[src/rtl/spi_sck_generator_if.sv]
// rtl/spi_sck_generator_if.sv - control/status bundle between SPI master datapath and SCK generator
interface spi_sck_generator_if #(
    parameter int DIV_WIDTH     = 8,
    parameter int BIT_CNT_WIDTH = 5
);
    logic                     start;
    logic                     abort;
    logic [DIV_WIDTH-1:0]     div;
    logic [BIT_CNT_WIDTH-1:0] num_bits;
    logic                     cpol;
    logic                     cpha;
    logic                     sck;
    logic                     sample_strb;
    logic                     shift_strb;
    logic                     busy;
    logic                     done;

    modport master (
        output start, abort, div, num_bits, cpol, cpha,
        input  sck, sample_strb, shift_strb, busy, done
    );

    modport slave (
        input  start, abort, div, num_bits, cpol, cpha,
        output sck, sample_strb, shift_strb, busy, done
    );
endinterface

[src/rtl/spi_sck_generator.sv]
// rtl/spi_sck_generator.sv - programmable SPI SCK generator with CPOL/CPHA strobes and N-bit bursts
module spi_sck_generator #(
    parameter int DIV_WIDTH     = 8,
    parameter int BIT_CNT_WIDTH = 5
) (
    input  logic                 clk,
    input  logic                 rst,
    spi_sck_generator_if.slave   bus
);
    typedef enum logic [1:0] {
        ST_IDLE = 2'd0,
        ST_RUN  = 2'd1,
        ST_TAIL = 2'd2
    } state_t;

    state_t                   r_state, w_state_nxt;
    logic [DIV_WIDTH-1:0]     r_cnt, w_cnt_nxt;
    logic [BIT_CNT_WIDTH:0]   r_edge, w_edge_nxt;
    logic [BIT_CNT_WIDTH:0]   w_edge_inc;
    logic [DIV_WIDTH-1:0]     r_div_q, w_div_q_nxt;
    logic [BIT_CNT_WIDTH-1:0] r_nbits_q, w_nbits_q_nxt;
    logic                     r_cpol_q, w_cpol_q_nxt;
    logic                     r_cpha_q, w_cpha_q_nxt;
    logic                     r_sck, w_sck_nxt;
    logic                     r_sample, w_sample_nxt;
    logic                     r_shift, w_shift_nxt;
    logic                     r_busy, w_busy_nxt;
    logic                     r_done, w_done_nxt;

    always_ff @(posedge clk) begin
        if (rst) begin
            r_state   <= ST_IDLE;
            r_cnt     <= '0;
            r_edge    <= '0;
            r_div_q   <= '0;
            r_nbits_q <= '0;
            r_cpol_q  <= 1'b0;
            r_cpha_q  <= 1'b0;
            r_sck     <= 1'b0;
            r_sample  <= 1'b0;
            r_shift   <= 1'b0;
            r_busy    <= 1'b0;
            r_done    <= 1'b0;
        end else begin
            r_state   <= w_state_nxt;
            r_cnt     <= w_cnt_nxt;
            r_edge    <= w_edge_nxt;
            r_div_q   <= w_div_q_nxt;
            r_nbits_q <= w_nbits_q_nxt;
            r_cpol_q  <= w_cpol_q_nxt;
            r_cpha_q  <= w_cpha_q_nxt;
            r_sck     <= w_sck_nxt;
            r_sample  <= w_sample_nxt;
            r_shift   <= w_shift_nxt;
            r_busy    <= w_busy_nxt;
            r_done    <= w_done_nxt;
        end
    end

    assign w_edge_inc = r_edge + 1'b1;

    always_comb begin
        w_state_nxt   = r_state;
        w_cnt_nxt     = r_cnt;
        w_edge_nxt    = r_edge;
        w_div_q_nxt   = r_div_q;
        w_nbits_q_nxt = r_nbits_q;
        w_cpol_q_nxt  = r_cpol_q;
        w_cpha_q_nxt  = r_cpha_q;
        w_sck_nxt     = r_sck;
        w_sample_nxt  = 1'b0;
        w_shift_nxt   = 1'b0;
        w_busy_nxt    = r_busy;
        w_done_nxt    = 1'b0;

        case (r_state)
            ST_IDLE: begin
                w_sck_nxt = bus.cpol;
                if (bus.start && (bus.num_bits != '0)) begin
                    w_div_q_nxt   = bus.div;
                    w_nbits_q_nxt = bus.num_bits;
                    w_cpol_q_nxt  = bus.cpol;
                    w_cpha_q_nxt  = bus.cpha;
                    w_cnt_nxt     = '0;
                    w_edge_nxt    = '0;
                    w_busy_nxt    = 1'b1;
                    w_state_nxt   = ST_RUN;
                end
            end
            ST_RUN: begin
                if (bus.abort) begin
                    w_sck_nxt   = r_cpol_q;
                    w_busy_nxt  = 1'b0;
                    w_state_nxt = ST_IDLE;
                end else if (r_cnt == r_div_q) begin
                    w_cnt_nxt  = '0;
                    w_sck_nxt  = ~r_sck;
                    w_edge_nxt = w_edge_inc;
                    // Odd edge numbers are leading edges; CPHA picks which strobe they carry.
                    if (w_edge_inc[0] != r_cpha_q)
                        w_sample_nxt = 1'b1;
                    else
                        w_shift_nxt = 1'b1;
                    if (w_edge_inc == {r_nbits_q, 1'b0})
                        w_state_nxt = ST_TAIL;
                end else begin
                    w_cnt_nxt = r_cnt + 1'b1;
                end
            end
            ST_TAIL: begin
                if (bus.abort) begin
                    w_sck_nxt   = r_cpol_q;
                    w_busy_nxt  = 1'b0;
                    w_state_nxt = ST_IDLE;
                end else if (r_cnt == r_div_q) begin
                    w_cnt_nxt   = '0;
                    w_edge_nxt  = '0;
                    w_busy_nxt  = 1'b0;
                    w_done_nxt  = 1'b1;
                    w_state_nxt = ST_IDLE;
                end else begin
                    w_cnt_nxt = r_cnt + 1'b1;
                end
            end
            default: begin
                w_sck_nxt   = r_cpol_q;
                w_busy_nxt  = 1'b0;
                w_state_nxt = ST_IDLE;
            end
        endcase
    end

    assign bus.sck         = r_sck;
    assign bus.sample_strb = r_sample;
    assign bus.shift_strb  = r_shift;
    assign bus.busy        = r_busy;
    assign bus.done        = r_done;
endmodule

[src/flat_wrapper.sv]
// flat-port wrapper written by rule: the top's interface ports become plain ports
module spi_sck_generator_flat 
#(
    parameter int DIV_WIDTH     = 8,
    parameter int BIT_CNT_WIDTH = 5
)
  (clk, rst, bus_start, bus_abort, bus_div, bus_num_bits, bus_cpol, bus_cpha, bus_sck, bus_sample_strb, bus_shift_strb, bus_busy, bus_done);
  spi_sck_generator_if #(.DIV_WIDTH(DIV_WIDTH), .BIT_CNT_WIDTH(BIT_CNT_WIDTH)) bus_i ();
  input  logic clk;
  input  logic rst;
  input wire logic [$bits(bus_i.start)-1:0] bus_start;
  input wire logic [$bits(bus_i.abort)-1:0] bus_abort;
  input wire logic [$bits(bus_i.div)-1:0] bus_div;
  input wire logic [$bits(bus_i.num_bits)-1:0] bus_num_bits;
  input wire logic [$bits(bus_i.cpol)-1:0] bus_cpol;
  input wire logic [$bits(bus_i.cpha)-1:0] bus_cpha;
  output wire logic [$bits(bus_i.sck)-1:0] bus_sck;
  output wire logic [$bits(bus_i.sample_strb)-1:0] bus_sample_strb;
  output wire logic [$bits(bus_i.shift_strb)-1:0] bus_shift_strb;
  output wire logic [$bits(bus_i.busy)-1:0] bus_busy;
  output wire logic [$bits(bus_i.done)-1:0] bus_done;
  assign bus_i.start = bus_start;
  assign bus_i.abort = bus_abort;
  assign bus_i.div = bus_div;
  assign bus_i.num_bits = bus_num_bits;
  assign bus_i.cpol = bus_cpol;
  assign bus_i.cpha = bus_cpha;
  assign bus_sck = bus_i.sck;
  assign bus_sample_strb = bus_i.sample_strb;
  assign bus_shift_strb = bus_i.shift_strb;
  assign bus_busy = bus_i.busy;
  assign bus_done = bus_i.done;
  spi_sck_generator #(.DIV_WIDTH(DIV_WIDTH), .BIT_CNT_WIDTH(BIT_CNT_WIDTH)) u_core (.clk(clk), .rst(rst), .bus(bus_i));
endmodule
[config.mk]
export PLATFORM = sky130hd
export DESIGN_NAME = spi_sck_generator_flat
export DESIGN_NICKNAME = d
export VERILOG_FILES = /design/src/rtl/spi_sck_generator_if.sv /design/src/rtl/spi_sck_generator.sv /design/src/flat_wrapper.sv
export SDC_FILE = /design/constraint.sdc
export NUM_CORES = 1
export LEC_CHECK = 0
export CAP_MARGIN = 15
export CORE_MARGIN = 2
export CORE_UTILIZATION = 59
export DETAILED_ROUTE_END_ITERATION = 10
export MAX_ROUTING_LAYER = met4
export PLACE_DENSITY = 0.85
export SYNTH_ARGS = -nofsm -noshare
export SYNTH_HDL_FRONTEND = slang
export SYNTH_SLANG_ARGS = --single-unit
[constraint.sdc]
create_clock -name clk -period 4.9 [get_ports clk]
set_clock_uncertainty 0.2 [all_clocks]
set_input_delay 1.225 -clock clk [delete_from_list [all_inputs] [get_ports clk]]
set_output_delay 1.225 -clock clk [all_outputs]
set_load 0.05 [all_outputs]
; Word-level counts from Yosys, hierarchy flattened
; Cells that the tools add are included.
[totals]
register_bits = 36
wordCells = 77
[op_classes]
reduce_logical = 14
bitwise = 4
eq_ne = 16
mux = 29
n_addsub = 2
[op_table]
columns = op, count
row1 = 6-bit 2-to-1 mux, 5
row2 = 8-bit 2-to-1 mux, 3
row3 = 6-bit one-hot mux with 3 select lines, 1
row4 = 8-bit one-hot mux with 2 select lines, 1
row5 = 2-bit 2-to-1 mux, 6
row6 = 1-bit 2-to-1 mux, 10
row7 = "2-bit inequality test, second input constant", 5
row8 = "3-bit by 2-bit inequality test with 1-bit output, second input constant", 3
row9 = "8-bit by 1-bit adder with 8-bit output, second input constant", 1
row10 = 8-bit equality test, 1
row11 = "6-bit by 1-bit adder with 6-bit output, second input constant", 1
row12 = 6-bit equality test, 1
row13 = "2-bit by 1-bit inequality test with 1-bit output, second input constant", 3
row14 = 1-bit one-hot mux with 3 select lines, 2
row15 = 2-bit one-hot mux with 3 select lines, 1
row16 = 3-bit AND reduction, 2
row17 = 6-bit AND reduction, 1
row18 = 5-bit nonzero test, 1
row19 = 1-bit NOT, 4
row20 = 2-bit AND reduction, 2
row21 = 4-bit AND reduction, 1
row22 = 4-bit OR reduction, 1
row23 = 3-bit nonzero test, 1
row24 = 3-bit OR reduction, 1
row25 = other kinds (7), 7

; Depth between registers and ports, before layout
; Gate-level depths: netlist of run 1.
[depth]
ltp_word = 6
ltp_mapped = 10
depth_no_buf = 8

; Worst setup path after synthesis of run 1
; No wires, ideal clock.
[synth_timing]
kind = input-to-reg
start = input port bus_num_bits[2]
end = register u_core.r_cnt[7]
t_required_ns = 4.581
stages = 7
path_slack_ns = 2.266
setup_time_ns = 0.119
arrival_time_ns = 2.315
cell_sequence = nor3b_1 > a21oi_4 > o211a_1 > clkbuf_1 > and3_1 > xnor2_1 > nor2_1
[synth_between]
elab_chain_len = 4
[synth_rtl]
columns = element, line
row1 = from (decl), flat_wrapper.sv:14  ; input wire logic [$bits(bus_i.num_bits)-1:0] bus_num_bits;
row2 = 5-bit nonzero test, spi_sck_generator.sv:79  ; if (bus.start && (bus.num_bits != '0)) begin
row3 = 1-bit logical AND, spi_sck_generator.sv:79
row4 = 2-bit by 1-bit inequality test with 1-bit output (no source line), --
row5 = 3-bit AND reduction (no source line), --
row6 = to (signal assigned), spi_sck_generator.sv:46  ; r_cnt <= w_cnt_nxt;
row7 = to (decl), spi_sck_generator.sv:17  ; logic [DIV_WIDTH-1:0] r_cnt, w_cnt_nxt;
; No other way between the ends.
; A chain may end at the register's enable or synchronous reset.

; Worst setup path after layout of run 1
[layout_timing]
start = input port bus_num_bits[4]
end = register u_core.r_div_q[0]
[layout_between]
elab_chain_len = 3
[layout_rtl]
columns = element, line
row1 = 5-bit nonzero test, spi_sck_generator.sv:79
row2 = 1-bit logical AND, spi_sck_generator.sv:79
row3 = 2-bit AND reduction (no source line), --
row4 = to (signal assigned), spi_sck_generator.sv:48  ; r_div_q <= w_div_q_nxt;
row5 = to (decl), spi_sck_generator.sv:20  ; logic [DIV_WIDTH-1:0] r_div_q, w_div_q_nxt;
; No other way between the ends.

==> results of run 1 <==
==> flip-flops by register name, summed over array words and instances, names as in the netlist <==
signal,flops
u_core.r_div_q,8
u_core.r_cnt,8
u_core.r_state,2
u_core.bus.shift_strb,1
u_core.r_cpol_q,1
u_core.bus.done,1
u_core.bus.busy,1
u_core.r_cpha_q,1
u_core.bus.sck,1
u_core.r_edge,6
u_core.bus.sample_strb,1
u_core.r_nbits_q,5
==> worst max-delay path: cells and delay by family <==
kind / cells / cell delay, ns
compound gates: 1 / 0.14
buf+inv: 1 / 0.43
mux: 1 / 0.29
simple gates: 3 / 0.88
==> final cells by class <==
cell class,instances,area share
multi-input combinational,160,0.503
tap,44,0.0253
inverter,5,0.00861
clock buffer,8,0.0270
timing repair buffer,23,0.106
sequential,36,0.331
==> metal layers <==
layer,routed length [µm],GRT usage,part of all wire
met1,1800,0.305,0.48
met2,1660,0.371,0.44
met3,163,0.0512,0.044
met4,108,0.133,0.029
met5,0,-,0
==> power groups by stage <==
| stage | Clock, mW | Sequential [mW] | Combinational, mW |
|---|---|---|---|
| 6_report | 0.168 | 0.318 | 0.124 |
| 5_1_grt | 0.183 | 0.319 | 0.137 |
| 4_1_cts | 0.171 | 0.318 | 0.124 |
| 3_5_place_dp | 0 | 0.324 | 0.123 |
| 3_3_place_gp | 0 | 0.324 | 0.120 |
| 2_1_floorplan | 0 | 0.329 | 0.0815 |
==> stage by stage <==
step           cells  power [mW]  cell area (µm²)  hold slack (ns)
6_report         276       0.609             2180            0.276
5_1_grt          276       0.640             2180            0.296
4_1_cts          276       0.613             2180            0.275
3_5_place_dp     268       0.448             2120            0.261
3_3_place_gp     268       0.444             2120            0.260
2_1_floorplan    209       0.410             1880            0.248
==> kinds of logic after synthesis <==
family                   share of synthesized area
XOR/XNOR                                    0.0980
flip-flops                                   0.384
multiplexers                                0.0587
adder cells (fa/ha/maj)                     0.0333
buffers and inverters                       0.0320
AO/OA/AOI/OAI                                0.145
AND/OR/NAND/NOR                              0.249
==> how the worst max path moves through the flow <==
stage / end / slack (ns) / startpoint
final: u_core.r_div_q[0] / 1.94 / bus_num_bits[4]
after global routing: u_core.r_div_q[7] / 1.83 / bus_num_bits[4]
after CTS: bus_sck / 1.92 / u_core.bus.sck
after detailed placement: u_core.r_div_q[0] / 1.57 / bus_num_bits[4]
after global placement: u_core.r_div_q[7] / 1.61 / bus_num_bits[4]
after floorplan: u_core.r_cnt[7] / 2.27 / bus_num_bits[2]
==> cell usage in the layout, fill, tap and decap left out, drive strengths merged, types with 3 or more instances in the layout <==
cell type,Yosys,routed
inv,5,5
xor2,7,7
mux2i,11,11
clkdlybuf4s50,0,23
dfxtp,36,36
xnor2,14,14
nor3,3,3
a21oi,10,10
o21ai,5,5
ha,5,5
nor2,28,28
o211a,3,3
and3,3,3
and4,3,3
nand4,5,5
nand2,17,17
nand3,13,13
clkbuf,7,8
==> flow_metrics.py, run 1 <==
metrics = {
    "route": {
        "drcViolationCount": 0,
        "viasPerCell": 5.60,
        "vias": 1546,
        "finalWirelength_mm": 3.73,
        "drt_iter0_markers": 65,
        "antenna_left": 0,
        "drt_first_pass_iters": 4,
        "wire_per_inst_um": 13.5,
    },
    "pwr": {
        "switching_share": 0.293,
        "p_comb_frac": 0.203,
        "p_per_area_nw_per_um2": 280,
        "seqPwrFrac": 0.521,
        "power.switching_mw": 0.178,
        "leakagePower_nw": 0.842,
        "clockPowerShare": 0.276,
        "p_int_mw": 0.431,
        "ir_drop_mv": 0.207,
    },
    "finish": {
        "area.sequential_um2": 721,
        "utilization": 0.720,
        "syn2layout_area_growth_pct": 16.1,
        "nFillCells": 244,
        "drive_above_1_share": 0.0819,
        "multiInputGateArea_um2": 1100,
        "diodes": 0,
        "nets": 255,
    },
    "setup_path": {
        "timing.rr.end": "u_core.r_cnt[7]",
        "cp_slowest_cell": "nand2_1",
        "worstPathArrival_ns": 2.96,
        "critPathMaxFanout": 15,
        "ff2ff_path_depth": 8,
        "path_cells": "clkdlybuf4s50_1, nor3_2, a21boi_1, nand2_1, mux2i_1, nor2_1",
        "endpoint_kind": "flop",
        "crit_path_start_kind": "input port",
        "r2r_slack_ns": 2.48,
        "cp_data_required_time_ns": 4.91,
        "r2r_start": "u_core.r_state[0]",
        "crit_path_max_incr_delay_ns": 0.53,
        "path_class": "in2reg",
    },
    "place": {
        "dp_slack_ns": 1.57,
        "io_buffers": 23,
        "hpwl_mm": 2.75,
        "gp_congestion": 0.908,
    },
    "timing": {
        "fmax_mhz": 338,
        "finalCriticalPeriod_ns": 2.96,
        "fin_ws_ns": 1.94,
        "final.setup.tns_ns": 0,
        "rsz0062_at_grt": "false",
        "slew_violations": 0,
        "tightest_slew_ns": 0.943,
        "post-route-period-util": 0.604,
        "timing.slew.headroom": 0.369,
        "hold_viol": 0,
        "setup-violations-final": 0,
    },
    "synth": {
        "synth_edf_count": 0,
        "synth.net_count": 233,
        "synth_most_common_cell": "dfxtp_1",
        "async_flop_share": 0,
        "synth_area_leaders": "dfxtp_1, xnor2_1, mux2i_1",
        "ys_top_cells_by_count": "dfxtp_1, nor2_1, nand2_1, xnor2_1",
        "synth_area_leader_cell": "dfxtp_1",
        "synthFlopType": "dfxtp_1",
        "synth_seq_cells": 36,
        "synth.distinct_cells": 53,
        "synth_cells": 209,
        "yosysSeqAreaShare": 0.384,
        "synth_top_area_share": 0.384,
        "synth_area_per_cell_um2": 8.98,
        "yosysWarnings": 0,
        "syn-cell-area_um2": 1880,
    },
    "floorplan": {
        "coreArea_um2": 3030,
        "fp.dieW_um": 60.4,
        "rows": 20,
        "die_h_um": 60.4,
        "initial_utilization": 0.620,
        "dieArea_um2": 3650,
        "io_pins": 24,
    },
    "clock_network": {
        "cts-buffers-inserted": 5,
        "clock_latency_ns": 0.35,
        "cts_setup_buffers": 0,
        "htreeDepth": 2,
        "holdBufCountCts": 0,
        "clkTransAtPathRegs_ns": 0.11,
        "tritoncts": "built",
        "cts_resized": 0,
        "clock_path_buffers": 2,
        "cts-root-buf": "clkbuf_4",
        "cts_sinks": 36,
    },
    "global_route": {
        "grtUsageTotal": 0.245,
        "gr-total-overflow": 0,
        "grt_max_degree": 27,
        "grt_pass1_vias": 1459,
        "grt_antenna_before_repair": 0,
        "grt_pass1_wl_mm": 6.33,
    },
    "status": {
        "status": "finished clean",
    },
    "hold_path": {
        "hp-class": "reg2reg",
        "hold_path_startpoint": "u_core.r_nbits_q[2]",
        "min_to": "u_core.r_nbits_q[2]",
        "whs_path_depth": 2,
    },
    "run": {
        "drv_cap": 0,
    },
}
No activity file was read; power rests on OpenSTA's default activity.
==> inputs of run 2 (changes only) <==
--- a/config.mk
+++ b/config.mk
@@ -7,10 +7,10 @@
 export LEC_CHECK = 0
 export CAP_MARGIN = 15
 export CORE_MARGIN = 2
-export CORE_UTILIZATION = 59
+export CORE_UTILIZATION = 49
 export DETAILED_ROUTE_END_ITERATION = 10
 export MAX_ROUTING_LAYER = met4
-export PLACE_DENSITY = 0.85
+export PLACE_DENSITY = 0.76
 export SYNTH_ARGS = -nofsm -noshare
 export SYNTH_HDL_FRONTEND = slang
 export SYNTH_SLANG_ARGS = --single-unit
==> constraint.sdc (replaced) <==
create_clock -name clk -period 2.7 [get_ports clk]
set_clock_uncertainty 0.2 [all_clocks]
set_input_delay 0.675 -clock clk [delete_from_list [all_inputs] [get_ports clk]]
set_output_delay 0.675 -clock clk [all_outputs]
set_load 0.05 [all_outputs]
==> flow_metrics.py, run 2 (synthesis results as in run 1) <==
metrics = {
    "setup_path": {
        "endpoint_kind": "output pin",
        "crit_path_max_incr_delay_ns": 0.81,
        "worstPathArrival_ns": 1.46,
        "path_class": "reg2out",
        "path_cells": "clkdlybuf4s50_1",
        "path_buf_inv": 1,
        "cp_data_required_time_ns": 1.82,
        "crit_path_start_kind": "flop",
        "critPathMaxFanout": 3,
        "cp_slowest_cell": "clkdlybuf4s50_1",
        "startpoint": "u_core.bus.sck",
        "crit_family": "buffers and inverters",
        "r2r_start": "u_core.r_state[1]",
    },
    "route": {
        "drcViolationCount": 0,
        "antenna_left": 0,
        "wire_per_inst_um": 12.7,
        "drt_iter0_markers": 45,
        "drt_first_pass_iters": 4,
        "viasPerCell": 5.36,
        "vias": 1537,
        "finalWirelength_mm": 3.64,
    },
    "global_route": {
        "grt_pass1_vias": 1356,
        "grt_antenna_before_repair": 0,
        "grt_max_degree": 16,
        "grtUsageTotal": 0.194,
        "gr-total-overflow": 0,
        "grt_pass1_wl_mm": 6.22,
    },
    "floorplan": {
        "rows": 22,
        "die_h_um": 65.9,
        "coreArea_um2": 3660,
        "io_pins": 24,
        "initial_utilization": 0.513,
        "dieArea_um2": 4340,
        "fp.dieW_um": 65.9,
    },
    "clock_network": {
        "clock_latency_ns": 0.29,
        "clkTransAtPathRegs_ns": 0.07,
        "cts_sinks": 36,
        "cts-root-buf": "clkbuf_8",
        "clock_path_buffers": 2,
        "cts_setup_buffers": 0,
        "htreeDepth": 2,
        "tritoncts": "built",
        "cts-buffers-inserted": 5,
        "holdBufCountCts": 0,
        "cts_resized": 0,
    },
    "finish": {
        "nFillCells": 317,
        "syn2layout_area_growth_pct": 21.7,
        "drive_above_1_share": 0.113,
        "multiInputGateArea_um2": 1100,
        "final_common_cell": "dfxtp_1",
        "area.sequential_um2": 721,
        "utilization": 0.624,
        "biggestRegsByFlops": "u_core.r_cnt (8), u_core.r_div_q (8), u_core.r_edge (6)",
        "diodes": 0,
        "final_cell_mix": "dfxtp_1, nor2_1, clkdlybuf4s50_1",
        "nets": 262,
    },
    "timing": {
        "fin_ws_ns": 0.360,
        "post-route-period-util": 0.866,
        "timing.slew.headroom": 0.671,
        "slew_violations": 0,
        "rsz0062_at_grt": "false",
        "setup-violations-final": 0,
        "whs_ns": 0.279,
        "final.setup.tns_ns": 0,
        "finalCriticalPeriod_ns": 2.34,
        "tightest_slew_ns": 0.492,
        "hold_viol": 0,
        "fmax_mhz": 427,
    },
    "run": {
        "drv_cap": 0,
    },
    "place": {
        "hpwl_mm": 2.69,
        "gp_congestion": 0.814,
        "io_buffers": 23,
        "dp_slack_ns": 0.151,
    },
    "status": {
        "status": "finished clean",
    },
    "pwr": {
        "p_per_area_nw_per_um2": 529,
        "finalPower_mw": 1.21,
        "leakagePower_nw": 0.892,
        "ir_drop_mv": 0.355,
    },
    "hold_path": {
        "hp-class": "reg2reg",
        "hold_path_startpoint": "u_core.r_nbits_q[0]",
    },
}
run 2: layout make-up:
type / instances / area share
tap: 48 / 0.0263
clock inverter: 1 / 0.00329
clock buffer: 7 / 0.0378
timing repair buffer: 30 / 0.129
multi-input combinational: 160 / 0.480
sequential: 36 / 0.315
inverter: 5 / 0.00821
run 2: worst paths after layout:
check | endpoint | slack, ns | cells after the start
setup reg to reg | u_core.r_cnt[3] | 0.50 | 8
setup / recovery | bus_sck | 0.36 | 1
hold reg to reg | u_core.r_nbits_q[0] | 0.28 | 2
hold / removal | u_core.r_nbits_q[0] | 0.28 | 2
run 2: per-stage QoR:
step                instance area [µm²]  cells
CTS                                2280    287
global route                       2280    287
floorplan                          1880    209
detailed placement                 2190    279
finish                             2280    287
global placement                   2190    279
run 2: routing by layer:
layer	GRT usage	part of all wire	vias up	wire, µm
li1	-	-	797	-
met1	0.279	0.52	695	1910
met2	0.258	0.41	41	1490
met3	0.0460	0.049	4	178
met4	0.0781	0.018	0	64
met5	-	0	-	0
run 2: report_power, final:
group | total (mW) | leakage [nW] | internal (mW) | switching, mW
Sequential | 0.576 | 0.294 | 0.555 | 0.0211
Combinational | 0.237 | 0.554 | 0.111 | 0.126
Clock | 0.395 | 0.0445 | 0.207 | 0.188
Total | 1.21 | 0.892 | 0.873 | 0.336
